<file path="config.mk">
export PLATFORM = sky130hd
export DESIGN_NAME = rr_arbiter_param
export DESIGN_NICKNAME = d
export VERILOG_FILES = /design/src/rtl/rr_arbiter_param.sv
export SDC_FILE = /design/constraint.sdc
export NUM_CORES = 1
export LEC_CHECK = 0
export CELL_PAD_IN_SITES_DETAIL_PLACEMENT = 0
export CELL_PAD_IN_SITES_GLOBAL_PLACEMENT = 1
export CORE_ASPECT_RATIO = 0.7
export CORE_MARGIN = 5
export CORE_UTILIZATION = 41
export DETAILED_ROUTE_END_ITERATION = 6
export GPL_ROUTABILITY_DRIVEN = 0
export PLACE_DENSITY = 0.79
export SYNTH_ARGS = -nofsm -noshare
export SYNTH_HDL_FRONTEND = slang
export SYNTH_SLANG_ARGS = --single-unit
</file>
<file path="constraint.sdc">
create_clock -name clk -period 5.7 [get_ports clk]
set_clock_uncertainty 0.15 [all_clocks]
set_input_delay 1.14 -clock clk [delete_from_list [all_inputs] [get_ports clk]]
set_output_delay 1.14 -clock clk [all_outputs]
set_load 0.05 [all_outputs]
</file>
<file path="src/rtl/rr_arbiter_param.sv">
// Parametrised N-way round-robin arbiter with registered one-hot grant and bounded grant hold.
// Define RR_ARB_MASK_EN to add the req_mask input (effective request = req & ~req_mask).
module rr_arbiter_param #(
    parameter  int N        = 4,
    parameter  int MAX_HOLD = 1,
    localparam int IDW      = $clog2(N)
) (
    input  logic           clk,
    input  logic           rst,
    input  logic [N-1:0]   req,
`ifdef RR_ARB_MASK_EN
    input  logic [N-1:0]   req_mask,
`endif
    output logic [N-1:0]   gnt,
    output logic           gnt_valid,
    output logic [IDW-1:0] gnt_id
);

    localparam logic [7:0] HOLD_MAX = 8'(MAX_HOLD);

    logic [IDW-1:0] last;
    logic [7:0]     hold_cnt;

    logic [N-1:0]   ereq;
    logic [N-1:0]   cand;
    logic [N-1:0]   rot;
    logic           cur_req;
    logic           others;
    logic           win_found;
    logic [IDW-1:0] win;

    logic [N-1:0]   gnt_nxt;
    logic           valid_nxt;
    logic [IDW-1:0] id_nxt;
    logic [IDW-1:0] last_nxt;
    logic [7:0]     hold_nxt;

`ifdef RR_ARB_MASK_EN
    assign ereq = req & ~req_mask;
`else
    assign ereq = req;
`endif

    // gnt is one-hot (or zero when idle), so it doubles as the mask of the current owner.
    assign cur_req = |(ereq & gnt);
    assign others  = |(ereq & ~gnt);
    assign cand    = ereq & ~gnt;

    // Rotate the candidates so that bit 0 is requester last+1, then take the lowest set bit.
    always_comb begin
        int s;
        // NOTE: every always_comb output gets a default first so no path leaves it unassigned (no latch).
        s         = 0;
        win       = '0;
        win_found = 1'b0;
        rot       = N'({cand, cand} >> (32'(last) + 32'd1));
        for (int j = 0; j < N; j++) begin
            if (!win_found && rot[j]) begin
                win_found = 1'b1;
                s         = int'(last) + 1 + j;
                if (s >= N) s = s - N;
                win       = IDW'(s);
            end
        end
    end

    always_comb begin
        gnt_nxt   = gnt;
        valid_nxt = gnt_valid;
        id_nxt    = gnt_id;
        last_nxt  = last;
        hold_nxt  = hold_cnt;
        if (cur_req && (!others || hold_cnt < HOLD_MAX)) begin
            // Owner keeps the grant; the counter saturates at MAX_HOLD.
            if (hold_cnt < HOLD_MAX) hold_nxt = hold_cnt + 8'd1;
        end else if (win_found) begin
            gnt_nxt   = {{(N-1){1'b0}}, 1'b1} << win;
            valid_nxt = 1'b1;
            id_nxt    = win;
            last_nxt  = win;
            hold_nxt  = 8'd1;
        end else begin
            // Nobody else requesting: go idle, keeping last as the previous owner.
            gnt_nxt   = '0;
            valid_nxt = 1'b0;
            id_nxt    = '0;
        end
    end

    always_ff @(posedge clk) begin
        // NOTE: sequential state uses non-blocking assignments so all registers update together.
        if (!rst) begin
            gnt       <= '0;
            gnt_valid <= 1'b0;
            gnt_id    <= '0;
            last      <= IDW'(N - 1);
            hold_cnt  <= 8'd0;
        end else begin
            gnt       <= gnt_nxt;
            gnt_valid <= valid_nxt;
            gnt_id    <= id_nxt;
            last      <= last_nxt;
            hold_cnt  <= hold_nxt;
        end
    end

endmodule

</file>
==> impl_metrics.tcl <==
set metrics [dict create \
    outcome "finished clean" \
    clk_path_buf_depth 2 \
    critPathKind "input pin to flop" \
    p_leak_nw 0.371 \
    via_count 651 \
    fin_util 0.524 \
    tightest_slew_ps 612 \
    cellPowerDensity_nw_per_um2 519 \
    finalWorstPathRequiredPeriod_ps 2960 \
    critPathTopFamily "simple AND/OR/NAND/NOR gates" \
    ys.warnings.count 0 \
    reg2reg_from "hold_cnt[0]" \
    yosysUniqueCellTypes 34 \
    first_pass_iters 4 \
    synth_area_per_cell_um2 9.56 \
    r2r_cells 7 \
    maxSlewViolCount 0 \
    rsz0062_at_grt "no" \
    tritoncts "done" \
    clockRootBuffer "clkbuf_4" \
    worstHoldStart "gnt_id[0]" \
    synthTopCellsByArea "dfxtp_1, nand2_1, a21boi_1" \
    synth.top_cell.area_share 0.424 \
    end_kind "flop" \
    synthesis.nets 92 \
    finalSetupTns_ps 0 \
    ctsResizeCount 0 \
    cts_inserted_buffers 3 \
    drt-initial-drc-count 23 \
    nets 107 \
    start_util 0.433 \
    post_cts_buffers 0 \
    finalHoldViolCount 0 \
    grt_pass1_vias 581 \
    wl_per_cell_um 14.1 \
    cp.arrival_ps 3060 \
    rows 13 \
    numPortBuffers 12 \
    cts_sinks 17 \
    overflow 0 \
    ctsHoldBuffers 0 \
    die_h_um 47.0 \
    cp_cell_sequence "clkdlybuf4s50_1 > nor2b_1 > nor4_4 > a2bb2oi_1 > and2_1 > o21a_1" \
    post-route-period-util 0.519 \
    crit_slowest_cell "a2bb2oi_1" \
    yosysTopAreaCell "dfxtp_1" \
    layout_common_cells "dfxtp_1, nand2_1, clkdlybuf4s50_1" \
    viasPerCell 5.43 \
    min_path_type "flop to flop" \
    maxCapViolCount 0 \
    r2r-end "gnt[0]" \
    coreArea_um2 1850 \
    fmax_mhz 338 \
    finalInstanceArea_um2 972 \
    antenna_cells 0 \
    placed_cell_area_um2 942 \
    cp_max_fo 7 \
    grt_start_max_net_pins 18 \
    finalSetupViolations 0 \
    ys_ff_latch 17 \
    clkLatencyLatePin_ps 300 \
    fillCellCount 175 \
    grt_pass1_wl_um 2880 \
    ir_worst_vdd_mv 0.332 \
    slew_headroom 0.590 \
    critical-path-max-stage-delay_ps 550 \
    clk_pin_slew_ps 110 \
    drive_above_1_share 0.102 \
    final_common_cell "dfxtp_1" \
    die_w_um 62.9 \
    drcViolationCount 0 \
    dp.final_hpwl_um 1250 \
    htreeDepth 1 \
    synthesis.area_um2 803 \
    netlist_instances 84 \
    seq_area_frac_synth 0.424 \
    io_pins 13 \
    setup.worst_path.start_class "input pin" \
    syn_to_final_growth_pct 21.0 \
    cp.required_ps 5800 \
    wirelength_um 1690 \
    drtAntennaViolNets 0 \
    die_area_um2 2960 \
    min_path_cells 2 \
    grt.total_usage 0.129 \
    crit_buf_inv 1 \
    grt_antenna_before_repair 0 \
    ff2ff_setup_slack_ps 3460 \
    holdPathEnd "gnt_id[0]" \
]
[flip-flops by register name (all words and copies together) (netlist names)]
register	count
gnt	4
gnt_id	2
gnt_valid	1
hold_cnt	8
last	2
[worst max path at each step]
stage                     startpoint        end  slack (ps)  depth (start not counted)
after floorplan               req[0]     gnt[0]        3130                          5
after global placement        req[0]  gnt_valid        2410                          6
after detailed placement      req[0]     gnt[0]        2440                          6
after CTS                     req[0]     gnt[0]        2750                          6
after global routing          req[0]  gnt_valid        2600                          6
final                         req[0]     gnt[0]        2740                          6
[area by class of cell]
| class | instances | area [um^2] | share of cell area |
|---|---|---|---|
| Tap cell | 22 | 27.5 | 0.0283 |
| Inverter | 2 | 7.51 | 0.00772 |
| Clock inverter | 1 | 7.51 | 0.00772 |
| Sequential cell | 17 | 340 | 0.350 |
| Multi-Input combinational cell | 63 | 447 | 0.459 |
| Timing Repair Buffer | 12 | 120 | 0.124 |
| Clock buffer | 3 | 22.5 | 0.0232 |
[cells by family after synthesis]
group | share of synthesized area
fa+ha+maj | 0.0311
compound gates | 0.218
flops | 0.424
buf+inv | 0.0202
mux | 0.0140
simple gates | 0.293
[metal layers]
metal  routed length (um)  GRT usage  share of wire  up-vias
li1                     -          -              -      334
met1                  972      0.192           0.58      297
met2                  629      0.166           0.37       18
met3                   75     0.0526          0.044        2
met4                    7     0.0381         0.0042        0
met5                    0          0              0        -
[cells in the mapped netlist (all sizes together)]
| cell | n |
|---|---|
| a211oi | 2 |
| a21boi | 7 |
| a21oi | 1 |
| a22oi | 3 |
| a2bb2oi | 1 |
| and2 | 1 |
| and3 | 5 |
| buf | 1 |
| clkbuf | 1 |
| dfxtp | 17 |
| ha | 2 |
| inv | 2 |
| mux2 | 1 |
| nand2 | 12 |
| nand2b | 2 |
| nand3 | 2 |
| nand4bb | 1 |
| nor2 | 3 |
| nor2b | 5 |
| nor4 | 1 |
| nor4b | 1 |
| o211ai | 1 |
| o21a | 1 |
| o21ai | 1 |
| o21bai | 1 |
| o221ai | 1 |
| o22ai | 2 |
| o32a | 1 |
| or2 | 1 |
| or3 | 3 |
| or4b | 1 |
[report_power, final]
group / internal [W] / total, W / switching [W]
combinational: 0.0000987 / 0.000260 / 0.000161
clock: 0.0000267 / 0.0000695 / 0.0000428
sequential: 0.000148 / 0.000175 / 0.0000272
[tightest hold or removal path: stages, from the launching register on]
cell and delay [ps]:
dfxtp_1 330, nand2_1 50, a21boi_1 50
[stage by stage]
stage | cells | setup WS [ps] | total power (W) | hold slack, ps
after global routing | 120 | 2600 | 0.000539 | 350
after global placement | 116 | 2410 | 0.000437 | 294
after CTS | 120 | 2750 | 0.000506 | 320
after detailed placement | 116 | 2440 | 0.000437 | 302
final | 120 | 2740 | 0.000504 | 314
after floorplan | 84 | 3130 | 0.000366 | 294
Power figures use the tool's default switching activity.
